[config.mk]
export PLATFORM = sky130hd
export DESIGN_NAME = ifetch_buffer
export DESIGN_NICKNAME = d
export VERILOG_FILES = /design/src/rtl/cpu_pkg.sv /design/src/rtl/ifetch_buffer.sv
export SDC_FILE = /design/constraint.sdc
export NUM_CORES = 1
export LEC_CHECK = 0
export CORE_MARGIN = 5
export CORE_UTILIZATION = 53
export CTS_CLUSTER_SIZE = 20
export DETAILED_ROUTE_END_ITERATION = 7
export HOLD_SLACK_MARGIN = 0.12
export MAX_ROUTING_LAYER = met4
export PLACE_DENSITY = 0.82
export SETUP_SLACK_MARGIN = 0.3
export SLEW_MARGIN = 40
export SYNTH_ARGS = -nofsm -noshare
export SYNTH_HDL_FRONTEND = slang
export SYNTH_SLANG_ARGS = --single-unit
[constraint.sdc]
create_clock -name clk -period 3.3 [get_ports clk]
set_input_delay 0.99 -clock clk [delete_from_list [all_inputs] [get_ports clk]]
set_output_delay 0.99 -clock clk [all_outputs]
set_load 0.03 [all_outputs]
[src/rtl/cpu_pkg.sv]
// Shared CPU definitions: the fetch slot record, the canonical NOP encoding and the default
// fetch-buffer depth.
package cpu_pkg;

    localparam int unsigned IFETCH_DEPTH = 2;
    localparam int unsigned PC_MAX_W     = 32;
    localparam logic [31:0] NOP_INSTR    = 32'h0000_0013;

    typedef struct packed {
        logic [PC_MAX_W-1:0] pc;
        logic [31:0]         instr;
        logic                filled;
    } fetch_slot_t;

endpackage

[src/rtl/ifetch_buffer.sv]
// Instruction-fetch buffer: issues PCs to imem, pairs in-order responses with their PCs and queues them for decode.
// Define IFETCH_PERF_EN to add saturating bubble/drop performance counters.
module ifetch_buffer
    import cpu_pkg::*;
#(
    parameter int unsigned WIDTH = 32,
    parameter int unsigned DEPTH = IFETCH_DEPTH
) (
    input  logic             clk,
    input  logic             nReset,
    input  logic [WIDTH-1:0] pc_in,
    output logic             pc_stall,
    output logic             imem_req,
    output logic [WIDTH-1:0] imem_addr,
    input  logic             imem_gnt,
    input  logic             imem_rvalid,
    input  logic [31:0]      imem_rdata,
    input  logic             flush,
    input  logic             id_ready,
    output logic             id_valid,
    output logic [31:0]      id_instr,
    output logic [WIDTH-1:0] id_pc
`ifdef IFETCH_PERF_EN
    ,
    output logic [31:0]      perf_bubble,
    output logic [31:0]      perf_drop
`endif
);

    localparam int unsigned PTR_W = (DEPTH > 1) ? $clog2(DEPTH) : 1;
    localparam int unsigned CNT_W = PTR_W + 1;

    fetch_slot_t      slots [DEPTH];
    logic [PTR_W-1:0] alloc_ptr, fill_ptr, rd_ptr;
    logic [CNT_W-1:0] count, pending, drop_cnt, inflight;
    logic             grant, accept, pop, discard;

    // pending tracks granted-but-unanswered slots; together with drop_cnt it is everything still in flight
    assign inflight  = pending + drop_cnt;
    assign imem_req  = nReset && !flush && (count < CNT_W'(DEPTH)) && (drop_cnt == '0);
    assign imem_addr = pc_in;
    assign grant     = imem_req && imem_gnt;
    assign pc_stall  = !grant && !flush;
    assign accept    = imem_rvalid && !flush && (drop_cnt == '0) && (pending != '0);
    assign discard   = imem_rvalid && (flush || drop_cnt != '0) && (inflight != '0);
    assign id_valid  = slots[rd_ptr].filled && (count != '0);
    assign id_instr  = slots[rd_ptr].instr;
    assign id_pc     = slots[rd_ptr].pc[WIDTH-1:0];
    assign pop       = id_valid && id_ready && !flush;

    always_ff @(posedge clk or negedge nReset) begin
        if (!nReset) begin
            for (int unsigned i = 0; i < DEPTH; i++) slots[i] <= '0;
            alloc_ptr <= '0;
            fill_ptr  <= '0;
            rd_ptr    <= '0;
            count     <= '0;
            pending   <= '0;
            drop_cnt  <= '0;
        end else if (flush) begin
            for (int unsigned i = 0; i < DEPTH; i++) slots[i] <= '0;
            alloc_ptr <= '0;
            fill_ptr  <= '0;
            rd_ptr    <= '0;
            count     <= '0;
            pending   <= '0;
            // earlier drops still owed carry over; a response arriving now is itself discarded
            drop_cnt  <= inflight - CNT_W'(imem_rvalid && (inflight != '0));
        end else begin
            if (grant) begin
                slots[alloc_ptr].pc     <= PC_MAX_W'(pc_in);
                slots[alloc_ptr].instr  <= '0;
                slots[alloc_ptr].filled <= 1'b0;
                alloc_ptr               <= alloc_ptr + 1'b1;
            end
            if (accept) begin
                slots[fill_ptr].instr  <= imem_rdata;
                slots[fill_ptr].filled <= 1'b1;
                fill_ptr               <= fill_ptr + 1'b1;
            end
            if (pop) begin
                slots[rd_ptr].filled <= 1'b0;
                rd_ptr               <= rd_ptr + 1'b1;
            end
            if (grant && !pop)      count <= count + 1'b1;
            else if (!grant && pop) count <= count - 1'b1;
            if (grant && !accept)      pending <= pending + 1'b1;
            else if (!grant && accept) pending <= pending - 1'b1;
            if (imem_rvalid && drop_cnt != '0) drop_cnt <= drop_cnt - 1'b1;
        end
    end

`ifdef IFETCH_PERF_EN
    always_ff @(posedge clk or negedge nReset) begin
        if (!nReset) begin
            perf_bubble <= '0;
            perf_drop   <= '0;
        end else begin
            if (id_ready && !id_valid && perf_bubble != '1) perf_bubble <= perf_bubble + 1'b1;
            if (discard && perf_drop != '1)                 perf_drop   <= perf_drop + 1'b1;
        end
    end
`else
    logic unused_discard;
    assign unused_discard = discard;
`endif

endmodule

# Word-level counts from Yosys, hierarchy flattened
# Cells that the tools add are included.
# totals
elab_cells	108
out_inout_bits	99
in_bits	70
reg_bits	139
# op_classes
bitwise_logic	3
reduce_logical	35
n_lt_le_gt_ge	7
mux	41
n_addsub	10
# op_table
op	count
130-bit bitwise mux	6
130-bit two-way mux	6
65-bit demux with 1-bit select	6
65-bit two-way mux	4
33-bit two-way mux	2
1-bit logical AND	20
2-bit two-way mux	8
2-bit nonzero test	8
1-bit two-way mux	9
2-bit greater-or-equal comparator (second input constant)	3
2-bit by 1-bit less-than comparator with 1-bit output (second input constant)	3
1-bit inverter with 2-bit output	3
3-bit nonzero test	2
2-bit by 1-bit subtractor with 2-bit output (second input constant)	3
2-bit by 1-bit adder with 2-bit output (second input constant)	2
1-bit zero test	4
1-bit adder (second input constant)	3
2-bit adder	1
2-bit zero test	1
2-bit less-than comparator (second input constant)	1
2-bit by 1-bit subtractor with 2-bit output	1

# Depth between registers and ports, before layout
# Gate-level depths: netlist of run 1.
# depth
ltp_word	17
depth_mapped	9
depth_no_buf	7

# Worst setup path before layout of run 1
# No wires, ideal clock.
# synth_path
path_type	input to output
start	input flush
end	output pc_stall
arrival_time_ns	1.852
cell_stages	4
path_slack_ns	0.458
required_ns	2.310
n_path_buf	2
path_cell_list	buf_6 > nor4bb_4 > buf_4 > a21oi_1
# synth_between
elab_chain_len	7
# synth_lines
element	line	source
start, declared	ifetch_buffer.sv:18	input logic flush,
1-bit zero test	ifetch_buffer.sv:40	assign imem_req = nReset && !flush && (count < CNT_W'(DEPTH)) && (drop_cnt == '0);
1-bit logical AND (3 in a row)	ifetch_buffer.sv:40	
named net imem_req	ifetch_buffer.sv:13	output logic imem_req,
1-bit logical AND	ifetch_buffer.sv:42	assign grant = imem_req && imem_gnt;
1-bit zero test	ifetch_buffer.sv:43	assign pc_stall = !grant && !flush;
1-bit logical AND	ifetch_buffer.sv:43	
end, declared	ifetch_buffer.sv:12	output logic pc_stall,
# The timed path passes the listed nets, and every way through them passes these cells.

# Worst setup path after layout of run 1
# layout_path
start	input pc_in[4]
end	output imem_addr[4]
# layout_lines
element	line	source
start, declared	ifetch_buffer.sv:11	input logic [WIDTH-1:0] pc_in,
end, declared	ifetch_buffer.sv:14	output logic [WIDTH-1:0] imem_addr,
# No word-level cell between the ends.

==> results of run 1 <==
## worst max-delay path by stage
stage / end / slack (ps) / cells after the start
detailed placement: pc_stall / -160 / 4
global route: imem_addr[27] / 340 / 2
CTS: id_valid / 310 / 4
finish: imem_addr[4] / 380 / 2
floorplan: pc_stall / 460 / 4
global placement: pc_stall / -140 / 4
## sequential cells by signal, indices dropped and copies added, names as in the netlist
| signal | count |
|---|---|
| alloc_ptr | 1 |
| pending | 2 |
| rd_ptr | 1 |
| slots | 130 |
| fill_ptr | 1 |
| drop_cnt | 2 |
| count | 2 |
## metrics by stage
step | power, mW | setup TNS [ps]
after floorplan | 2.19 | 0
after global placement | 2.45 | -144
after detailed placement | 2.47 | -158
after CTS | 4.51 | 0
after global routing | 4.64 | 0
final | 4.48 | 0
## cell families after synthesis
family,after synthesis
simple gates,154
mux,66
buf+inv,87
fa+ha+maj,3
flops,139
compound gates,144
xor+xnor,9
## where the power goes
| part | internal, mW | switching (mW) |
|---|---|---|
| sequential | 1.76 | 0.0333 |
| combinational | 0.257 | 0.355 |
| clock | 1.38 | 0.695 |
| total | 3.39 | 1.08 |
## layout by cell type (no fill, tap or decap), types with 5 or more instances in the layout
master / count
dfrtp_1: 138
nand2_1: 131
dlygate4sd2_1: 97
clkdlybuf4s50_1: 67
mux2_2: 65
o21ai_0: 65
a32o_1: 64
clkbuf_16: 17
buf_4: 13
nor2_1: 8
xnor2_1: 6
a21oi_1: 6
buf_12: 6
bufinv_16: 5
## metal layers
| layer | wire (um) | up-vias |
|---|---|---|
| met4 | 203 | 0 |
| met1 | 7080 | 2560 |
| met5 | 0 | - |
| li1 | - | 2367 |
| met2 | 7910 | 203 |
| met3 | 1110 | 18 |
## final cells by class
| cell class | instances | area share (%) |
|---|---|---|
| multi-input combinational | 376 | 29.9 |
| tap | 168 | 2.40 |
| sequential | 139 | 39.8 |
| timing repair buffer | 187 | 20.3 |
| clock buffer | 21 | 5.26 |
| inverter | 4 | 0.186 |
| clock inverter | 11 | 2.19 |
## repair_timing
item                                    CTS  global route
resized for setup                       100             3
buffers inserted                          1             0
endpoints found under the hold margin     0             0
pin swaps                                 1             0
gates cloned                              0             0
endpoints found under the setup margin   98             2
==> key figures, run 1 <==
Setup path
  – Crit-path slowest cell: clkdlybuf4s50_1
  – Crit-path cells: clkdlybuf4s50_1, dlygate4sd2_1
  – FF-to-FF End: slots[88]
  – Delay-heaviest family, CP: buffers and inverters
  – Crit. Startpoint: pc_in[4]
  – Worst-path fanout max: 3
  – Worst R2R Path Depth: 8
  – CP peak stage delay: 520 ps
  – Startpoint Class: input port
  – Flop2flop setup slack: 780 ps
  – Crit path arrival time: 1930 ps
  – R2R Path Start: drop_cnt[0]
  – Critical path required time: 2310 ps
  – CP Capture Type: output port
  – Crit path buf inv count: 2
  – Critical Setup Path Class: in2out

Final layout
  – Ant diodes: 0
  – Layout area overhead: 32.2%
  – FF/Latch Area: 3480 um2
  – Share of layout cells above drive strength 1: 17.1%
  – Final net count: 798
  – Fin area: 8750 um2
  – Footprint of the multi-input gates: 2610 um2
  – Fillers: 891
  – Fin util: 72.2%
  – Final std cells w/o fill: 906

Route
  – 1st-iter DRT viols: 491
  – Remaining DRCs: 0
  – ANT nets after route: 0
  – First-pass detailed-route iteration total: 5
  – DR WL/cell: 18.0 um
  – Via count: 5148
  – Post-Route WL: 16.3 mm
  – Routed vias/inst: 5.68

Synth
  – Most frequently used flop master after synthesis: dfrtp_1
  – Post-synthesis sequential area ratio: 52.6%
  – Yosys warning total: 0
  – Async SR Flop Fraction: 100%
  – Synth Area in Simple Gates: 10.1%
  – Synth area leaders: dfrtp_1 53%, mux2_2 11%, a32o_1 9.7%
  – Proportion of netlist area held by the largest area contributor: 52.6%
  – Cells after Synth: 602
  – Synthesized area per cell: 11.0 um2
  – Library cells used by synthesis: 37
  – Share of synthesized area spent on multiplexers: 11.2%
  – Area leader, netlist: dfrtp_1
  – Largest family of logic cells by synthesized area: compound AO/OA/AOI/OAI gates
  – Post-synth top cells: 139 x dfrtp_1, 131 x nand2_1, 65 x mux2_2, 65 x o21ai_0, 64 x a32o_1
  – Syn nets: 675
  – Post-synth EDFFs: 0
  – Compound-cell area share of the yosys netlist: 16.1%
  – Synth Area in XOR/XNOR: 1.40%
  – Synthesized cell area: 6620 um2
  – Adder-Cell Fraction of Synth Area: 0.567%
  – Register bit total from synthesis: 139
  – Most frequent cell after synthesis: dfrtp_1

GRT
  – Initial antenna violation count: 0
  – Met1 Track Usage GR: 29.3%
  – First-pass GRT wire length: 26.5 mm
  – GRT Overall Usage: 22.8%
  – Largest net degree at the start of global routing: 84
  – Met2 Use GR: 36.1%
  – M3 GR Usage: 5.48%
  – GRT Max-Usage Layer: met2
  – Vias in the first global route: 5456
  – Overflow after GRT: 0

Timing
  – Worst rel slew slack: 43.6%
  – Period minus WS final: 2920 ps
  – Max Freq: 343 MHz
  – Worst slew pin tran: 843 ps
  – Max Slew Vio Count: 0
  – Fin crit share: 88.4%
  – Post-route setup slack: 383 ps
  – Final hold viol count: 0
  – RSZ-0062 raised after global routing: no
  – Count of final setup violators: 0
  – Hold_ws: 525 ps
  – Fin Clk Skew: 12.7 ps

Job
  – Max Cap Viol: 0

Die
  – Placeable core area: 12100 um2
  – Starting Density: 54.6%
  – Row cnt: 40
  – Die H: 122 um
  – DIE AREA: 14800 um2
  – Top-Level Pins: 169
  – Die Width: 122 um

Clock tree
  – Clock buffer depth: 2
  – Root Driver: clkbuf_16
  – CTS tree: built
  – TritonCTS Buffers: 17
  – # H-tree levels: 4
  – Hold_buf cts: 0
  – Reg clk slew, reported paths: 60 ps
  – Clk_lat worst skew: 410 ps
  – TritonCTS Sinks: 139

Hold path
  – Hold path cells: 1
  – Hold_sp: slots[30]
  – HP Class: reg2reg
  – Worst hold endpoint: slots[30]

Place
  – GP Congestion: 0.788
  – Buffers on Ports: 168
  – DP Area: 8210 um2
  – DP Cell Count: 873
  – Pre-CTS setup slack: -158 ps
  – Post-DP HPWL: 10.3 mm

Power
  – Leak: 4.16 nW
  – Peak VDD IR: 0.000245 V
  – Power Density: 512 nW/um2

Run status
  – Outcome: finished, final reports clean
Note: power is estimated with default switching activity, not from simulation.
==> inputs of run 2 (changes only) <==
- SKIP_LAST_GASP: not set -> 1
==> results of run 2 <==
Final layout, timing and power as in run 1 (identical DEF).
==> inputs of run 3 (changes only) <==
- CORE_UTILIZATION: 53 -> 68
- DONT_BUFFER_PORTS: not set -> 1
- PLACE_DENSITY: 0.82 -> 0.8
==> run 3 against run 2 <==
  * Design area fell by 20%
  * Flip-flop and latch count unchanged
  * First-iteration DRC count is 17% lower
  * Critical path type is now reg2out
  * Largest cell class unchanged
  * Highest routed layer unchanged
==> key figures, run 3 (synthesized netlist as in run 1, its figures left out) <==
Final layout
  – Layout area overhead: 6.16%
  – Most flop-heavy register: slots
  – Max reg flops: 130
  – Most common cell after layout, fill and taps aside: dfrtp_1
  – Final net count: 622
  – Ant diodes: 0
  – Commonest non-fill, non-tap cells in the layout: 138 x dfrtp_1, 131 x nand2_1, 65 x mux2_2, 65 x o21ai_0, 64 x a32o_1
  – Share of layout cells above drive strength 1: 20.3%
  – Fillers: 700

Clock tree
  – Clock buffer depth: 2
  – # H-tree levels: 4
  – Reg clk slew, reported paths: 60 ps
  – Post_cts resized: 1
  – Post-CTS Repair Setup Buffers: 0
  – CTS tree: built
  – TritonCTS Buffers: 17
  – Clk_lat worst skew: 520 ps
  – Hold_buf cts: 0
  – Root Driver: clkbuf_8
  – TritonCTS Sinks: 139

Setup path
  – Worst-path fanout max: 30
  – Critical Setup Path Class: reg2out
  – Startpoint Class: flip-flop
  – Crit-path slowest cell: dfrtp_2
  – Critical path required time: 2310 ps
  – Crit. Startpoint: rd_ptr
  – Delay-heaviest family, CP: flip-flops
  – Crit path arrival time: 1890 ps
  – Crit path buf inv count: 1
  – R2R Path Start: drop_cnt[0]
  – CP peak stage delay: 550 ps
  – Crit-path cells: buf_6, mux2_2
  – CP Capture Type: output port

Job
  – Max Cap Viol: 0

Power
  – Power Density: 582 nW/um2
  – Peak VDD IR: 0.000379 V
  – Leak: 3.11 nW

Route
  – Metal1 wirelength: 5.77 mm
  – 1st-iter DRT viols: 407
  – ANT nets after route: 0
  – Remaining DRCs: 0
  – Top Metal Used: met4
  – Post-Route WL: 14.4 mm
  – Via count: 4503
  – WL met3: 1.28 mm
  – DR WL/cell: 20.7 um
  – First-pass detailed-route iteration total: 5
  – Routed vias/inst: 6.48
  – WL met2: 7.07 mm

Die
  – Row cnt: 36
  – Die Width: 109 um
  – Placeable core area: 9640 um2
  – DIE AREA: 11800 um2
  – Top-Level Pins: 169
  – Starting Density: 68.6%
  – Die H: 109 um

Hold path
  – HP Class: in2async

Timing
  – Worst rel slew slack: 45.5%
  – Fin Clk Skew: 5.51 ps
  – Count of final setup violators: 0
  – Fin crit share: 87.4%
  – Final hold viol count: 0
  – RSZ-0062 raised after global routing: no
  – Post-route setup slack: 416 ps
  – Setup TNS: 0 ps
  – Max Freq: 347 MHz
  – Max Slew Vio Count: 0
  – Period minus WS final: 2880 ps
  – Worst slew pin tran: 815 ps

Place
  – Post-DP HPWL: 8.77 mm
  – Pre-CTS setup slack: 679 ps
  – Buffers on Ports: 0
  – GP Congestion: 0.792

GRT
  – Overflow after GRT: 0
  – Initial antenna violation count: 0
  – First-pass GRT wire length: 23.4 mm
  – Largest net degree at the start of global routing: 141
  – Vias in the first global route: 4545
  – GRT Overall Usage: 26.4%

Run status
  – Outcome: finished, final reports clean
run 3: cell count changes in the layout (fill, tap and decap cells not counted), moves of 3 or more:
cell	before	now
clkdlybuf4s50_1	67	0
buf_12	6	3
dlygate4sd2_1	97	0
buf_4	13	6
run 3: worst paths after layout:
| path | endpoint | slack (ps) | cells past startpoint |
|---|---|---|---|
| setup / recovery | id_instr[17] | 420 | 2 |
| hold / removal | slots[7] | 170 | 0 |
| setup reg to reg | slots[35] | 920 | 7 |
| hold reg to reg | slots[14] | 520 | 1 |
| max in group asynchronous | slots[60] | 2930 | 0 |
| min in group clk | slots[14] | 520 | 1 |
run 3: power breakdown:
part | leakage, nW | internal (mW) | switching [mW]
clock | 0.292 | 1.25 | 0.694
combinational | 0.885 | 0.132 | 0.225
sequential | 1.93 | 1.76 | 0.0339
total | 3.11 | 3.13 | 0.952
run 3: per-stage QoR:
stage                     cell area, um2  cells  util, %  power, mW  hold slack, ps
after floorplan                     6620    602        -       2.19             495
after global placement              6390    662     66.3       2.15             505
after detailed placement            6390    662     66.3       2.17             513
final                               7020    695     72.9       4.09             169
after global routing                7020    695     72.9       4.24             136
after CTS                           7000    694     72.6       4.12             137
run 3: routing by layer:
metal  global-route usage (%)  up-vias
met2                     39.8      185
li1                         -     2014
met1                     33.3     2282
met5                        -        -
met3                     8.76       22
met4                     10.1        0
run 3: final cells by class:
| cell class | instances | area, um2 | share of cell area [%] |
|---|---|---|---|
| repair buffers | 11 | 141 | 2.01 |
| inverters | 4 | 16.3 | 0.232 |
| clock buffers | 21 | 439 | 6.25 |
| flip-flops and latches | 139 | 3480 | 49.5 |
| multi-input cells | 376 | 2610 | 37.2 |
| well taps | 133 | 166 | 2.37 |
| clock inverters | 11 | 168 | 2.39 |
==> RTL change 1 (config.mk and constraints of run 2) <==
The package constant `PC_MAX_W` goes from 32 to 64.
--- a/src/rtl/cpu_pkg.sv
+++ b/src/rtl/cpu_pkg.sv
@@ -3,7 +3,7 @@
 package cpu_pkg;
 
     localparam int unsigned IFETCH_DEPTH = 2;
-    localparam int unsigned PC_MAX_W     = 32;
+    localparam int unsigned PC_MAX_W     = 64;
     localparam logic [31:0] NOP_INSTR    = 32'h0000_0013;
 
     typedef struct packed {
Function: not settled (the Yosys comparison gave no result); the edit may change what the design does.
==> RTL change 1 against run 2 <==
  * Combinational power down 7.5%
  * Count of clock-buffer cells in the layout grew 6
  * Synthesized area grew 4.7%
  * Sequential share of layout area down 0.97 points
  * Via count up 9.3%
  * Critical path depth is the same
  * Design area rose by 2.5%
  * Power is 3.9% lower
  * Sequential cell count unchanged
  * Setup slack worse by 0.023 ns
  * Final cell count rose by 9.1%
  * Wire length rose by 13%
  * Critical endpoint is now imem_addr[12]
  * Largest cell class unchanged
  * Highest routed layer unchanged
==> RTL change 1: results (changes against run 2) <==
routed_via_density: 5.69  # +0.20%
critPathMaxFanout: 3  # unchanged
largest_reg_flops: 130  # unchanged
r2r_start: "drop_cnt[0]$_DFFE_PN0P_"
synth_area_leaders: "dfrtp_1 (50%), mux2_2 (10%), nand2_1 (8.9%)"
wl_per_cell_um: 18.7  # +3.7%
gp_congestion: 0.826  # +4.9%
fin_skew_ns: 0.00532  # -0.00734 ns
cts_buffers: 17  # unchanged
cp_slowest_stage_delay_ns: 0.54  # +0.02 ns
synthesis.nets: 753  # +12%
grt_max_degree: 90  # +7.1%
synth_compound_area_share_pct: 15.0  # -1.1 points
synth_xor_xnor_area_share_pct: 1.23  # -0.17 points
yosysUniqueCellTypes: 39  # +5.4%
hold_start: "slots[108]$_DFF_PN0_"
num-fill-cells: 1008  # +13%
startpoint: "pc_in[12]"
track_usage_pct: 25.1  # +2.3 points
yosys.area_share.adder_pct: 0.542  # -0.025 points
cts-root-buf: "clkbuf_16"
num-nets-final: 876  # +9.8%
insertion_delay_ns: 0.42
cts_htree_levels: 4  # unchanged
yosysWarnings: 0  # unchanged
power_switching_mw: 1.06  # -2.4%
grt_pass1_vias: 6104  # +12%
avgSynthCellArea_um2: 10.2  # -7.3%
drtIter0Drc: 585  # +19%
synthMuxAreaShare_pct: 10.5  # -0.66 points
yosysSeqAreaShare_pct: 50.2  # -2.4 points
synth_ff_type: "dfrtp_1"
antenna_found_initial: 0  # unchanged
grt_remaining_overflow: 0  # unchanged
dp_hpwl_mm: 11.8  # +15%
wl_mm: 18.4  # +13%
maxSlewHeadroom_pct: 46.9  # +3.3 points
drive_gt1_share_pct: 20.6  # +3.5 points
p_leak_nw: 4.16  # about the same
peakVddDrop_mv: 0.309  # +26%
status: "finished, final reports clean"
fmax_mhz: 340  # -0.78%
dp.cells: 956  # +9.5%
critical_path.top_delay_family: "buffers and inverters"
arrival_ns: 1.95  # +0.02 ns
grt_pass1_wl_mm: 31.1  # +18%
synth_common_cells: "nand2_1 (165), dfrtp_1 (139), mux2_2 (64), a21oi_1 (63), a21oi_2 (42)"
async_reset_ff_share_pct: 100  # unchanged
setup_tns_ns: 0  # unchanged
ctsLongestPathBuffers: 2  # unchanged
dr.pass1.iters: 5  # unchanged
[RTL change 1: cell types whose count changed in the layout (fill, tap and decap cells not counted), moves of 6 or more]
cell	run 2	this run
clkbuf_8	2	9
nand2_1	131	165
a22o_1	0	29
a32o_1	64	0
nand3_1	1	37
o21ai_0	65	4
a21oi_2	0	42
a21oi_1	6	63
buf_4	13	19
[RTL change 1: power groups by stage]
stage	clock network, mW	logic, mW	registers [mW]
2_1_floorplan	0	0.352	1.79
3_3_place_gp	0	0.577	1.79
3_5_place_dp	0	0.595	1.80
4_1_cts	1.99	0.569	1.77
5_1_grt	2.08	0.619	1.77
6_report	1.97	0.566	1.77
[RTL change 1: final cells by class]
| class | instances | area [um2] | area share [%] |
|---|---|---|---|
| sequential | 139 | 3480 | 38.8 |
| multi-input combinational | 450 | 2860 | 31.9 |
| timing repair buffer | 190 | 1780 | 19.8 |
| clock buffer | 27 | 543 | 6.05 |
| tap | 172 | 215 | 2.40 |
| clock inverter | 5 | 77.6 | 0.865 |
| inverter | 5 | 18.8 | 0.209 |
[RTL change 1: timing repair]
action / in CTS / in global routing
setup endpoints to repair: 98 / 2
hold buffers: 0 / 0
setup buffers: 0 / 0
gates resized for setup: 99 / 2
[RTL change 1: cell families after synthesis]
kind of cell	after synthesis
buffers and inverters	91
AND/OR/NAND/NOR	226
flip-flops	139
AO/OA/AOI/OAI	148
multiplexers	65
XOR/XNOR	8
adder cells (fa/ha/maj)	3
[RTL change 1: metrics by stage]
stage / hold WS [ns] / power (mW) / instance area (um2) / setup slack (ns) / utilization (%)
2_1_floorplan: 0.462 / 2.14 / 6930 / 0.458 / -
3_3_place_gp: 0.478 / 2.37 / 8450 / 0.0623 / 66.4
3_5_place_dp: 0.477 / 2.39 / 8460 / 0.0716 / 66.5
4_1_cts: 0.498 / 4.33 / 8960 / 0.190 / 70.4
5_1_grt: 0.507 / 4.47 / 8970 / 0.314 / 70.5
6_report: 0.497 / 4.30 / 8970 / 0.360 / 70.5
[RTL change 1: final timing paths]
path                            slack (ns)                endpoint  cells past startpoint
worst min-delay path                  0.50    slots[108]$_DFF_PN0_                      1
max in group asynchronous             1.35      rd_ptr$_DFFE_PN0P_                      3
worst max register to register        1.21  slots[153]$_DFFE_PN0P_                      8
worst max-delay path                  0.36           imem_addr[12]                      2
worst min register to register        0.50    slots[108]$_DFF_PN0_                      1
min in group asynchronous             0.68      slots[5]$_DFF_PN0_                      2
[RTL change 1: layer usage]
metal / wire [um] / GRT usage (%)
met1: 7980 / 31.9
met3: 1280 / 6.39
met2: 8940 / 39.8
met4: 251 / 7.93
met5: 0 / -
==> RTL change 2 (settings of run 2) <==
Made on the original files. Add a define of `IFETCH_PERF_EN`.
--- a/src/rtl/ifetch_buffer.sv
+++ b/src/rtl/ifetch_buffer.sv
@@ -1,5 +1,7 @@
 // Instruction-fetch buffer: issues PCs to imem, pairs in-order responses with their PCs and queues them for decode.
 // Define IFETCH_PERF_EN to add saturating bubble/drop performance counters.
+`define IFETCH_PERF_EN
+
 module ifetch_buffer
     import cpu_pkg::*;
 #(
New outputs: perf_bubble and perf_drop. Check against the original RTL: not settled (the Yosys comparison gave no result); the edit may change what the design does.
==> RTL change 2 against run 2 <==
  * Setup slack got worse by 0.024 ns
  * Synthesized cell count grew 56%
  * Power rose by 43%
  * Sequential cell count grew 64
  * Count of clock-buffer cells in the layout increased by 11
  * Via count up 50%
  * Design area up 46%
  * Critical path type is now reg2out
  * Wire length increased by 56%
  * Synthesized area rose by 47%
==> RTL change 2: results (changes against run 2) <==
drtIter0Drc: 448  # -8.8%
yosysWarnings: 0  # unchanged
peakVddDrop_mv: 0.619  # +150%
clk_pin_slew_ns: 0.06  # about the same
synth_common_cells: "dfrtp_1 (203), nand2_1 (150), a21oi_1 (76), nor2_1 (69), mux2_2 (65)"
num-nets-final: 1204  # +51%
synth_ff_type: "dfrtp_1"
yosysUniqueCellTypes: 54  # +46%
drive_gt1_share_pct: 12.9  # -4.1 points
insertion_delay_ns: 0.51  # +0.10 ns
maxSlewHeadroom_pct: 47.1  # +3.5 points
ff2ff_path_depth: 6  # -2
dp_slack_ns: 0.0930  # +0.251 ns
synthesis.nets: 1015  # +50%
wl_mm: 25.4  # +56%
hp-class: "in2async"
place_area_mm2: 0.0121  # +47%
async_reset_ff_share_pct: 100  # unchanged
reg.largest.list: "slots: 130 flops, perf_bubble: 32 flops, perf_drop: 32 flops"
status: "finished, final reports clean"
grt_pass1_vias: 8008  # +47%
r2r_slack_ns: 1.04  # +0.26 ns
grt_max_degree: 101  # +20%
yosysSeqAreaShare_pct: 52.3  # -0.30 points
p_leak_nw: 5.81  # +40%
r2r_start: "rd_ptr$_DFFE_PN0P_"
routed_via_density: 5.62  # -1.1%
fin_skew_ns: 0.0148  # +0.00213 ns
antenna_found_initial: 1  # +1
finalSetupViolations: 0  # unchanged
reg2reg_to: "perf_bubble[23]$_DFFE_PN0P_"
track_usage_pct: 24.0  # +1.2 points
dr.pass1.iters: 4  # -1
gp_congestion: 0.830  # +5.4%
io_buffers: 232  # +38%
dp_hpwl_mm: 16.8  # +64%
cts_htree_levels: 1  # -3
drtAntennaViolNets: 0  # unchanged
cts_buffers: 23  # +6
synth_area_leaders: "dfrtp_1 (52%), mux2_2 (7.5%), nand2_1 (5.8%)"
arrival_ns: 1.95  # +0.02 ns
critPathMaxFanout: 25  # +22
grt_pass1_wl_mm: 41.9  # +58%
ctsLongestPathBuffers: 3  # +1
switching_share_pct: 27.7  # +3.5 points
cts-root-buf: "clkbuf_16"
==> RTL change 2: worst max-delay path by stage <==
stage	start	end	slack, ns	cells after the start
2_1_floorplan	flush	pc_stall	0.32	4
3_3_place_gp	pc_in[26]	imem_addr[26]	0.10	2
3_5_place_dp	pc_in[26]	imem_addr[26]	0.09	2
4_1_cts	rd_ptr$_DFFE_PN0P_	id_valid	0.21	5
5_1_grt	rd_ptr$_DFFE_PN0P_	id_pc[18]	0.29	3
6_report	rd_ptr$_DFFE_PN0P_	id_instr[13]	0.36	3
==> RTL change 2: through the flow <==
| step | util [%] | total power [mW] | cells | hold slack (ns) |
|---|---|---|---|---|
| 2_1_floorplan | - | 3.38 | 940 | 0.462 |
| 3_3_place_gp | 66.5 | 3.85 | 1328 | 0.474 |
| 3_5_place_dp | 66.9 | 3.88 | 1330 | 0.481 |
| 4_1_cts | 70.5 | 6.47 | 1370 | 0.461 |
| 5_1_grt | 70.8 | 6.68 | 1374 | 0.480 |
| 6_report | 70.8 | 6.41 | 1374 | 0.480 |
==> RTL change 2: power by group through the flow <==
stage                     Clock, mW  Sequential, mW  Combinational (mW)
after floorplan                   0            2.91               0.468
after detailed placement          0            2.79                1.09
after CTS                      2.66            2.75                1.07
final                          2.58            2.75                1.08
after global placement            0            2.79                1.06
after global routing           2.75            2.77                1.16
==> RTL change 2: logic make-up after synthesis <==
logic type / share of synthesized area, %
AND/OR/NAND/NOR: 18.1
adder cells (fa/ha/maj): 0.644
multiplexers: 7.75
AO/OA/AOI/OAI: 9.93
XOR/XNOR: 6.10
flip-flops: 52.3
buffers and inverters: 5.20
==> RTL change 2: area by class of cell <==
class	instances	area (um2)
Antenna cell	1	2.50
Clock buffer	32	639
Clock inverter	8	128
Fill cell	1347	5270
Inverter	6	22.5
Multi-Input combinational cell	643	4150
Sequential cell	203	5080
Tap cell	229	287
Timing Repair Buffer	252	2440
==> RTL change 2: worst max-delay path, stage by stage, from the launching register on <==
cell and delay (ns):
dfrtp_2 0.46, clkbuf_16 0.26, mux2_2 0.36, dlygate4sd2_1 0.36
==> RTL change 2: layer usage <==
layer  routed length, um  global-route usage [%]  share of wire (%)  vias up
li1                    -                       -                  -     3630
met1               10800                    30.9                 43     3792
met2               12200                    38.3                 48      256
met3                1670                    5.85                6.6       40
met4                 671                    6.86                2.6        0
met5                   0                       -                  0        -
==> RTL change 2: repair_timing <==
| item | 4_1_cts | 5_1_grt |
|---|---|---|
| resized for setup | 96 | 12 |
| setup buffers | 0 | 2 |
| setup endpoints to repair | 96 | 7 |
| pin swaps | 0 | 1 |
| gates cloned | 0 | 1 |
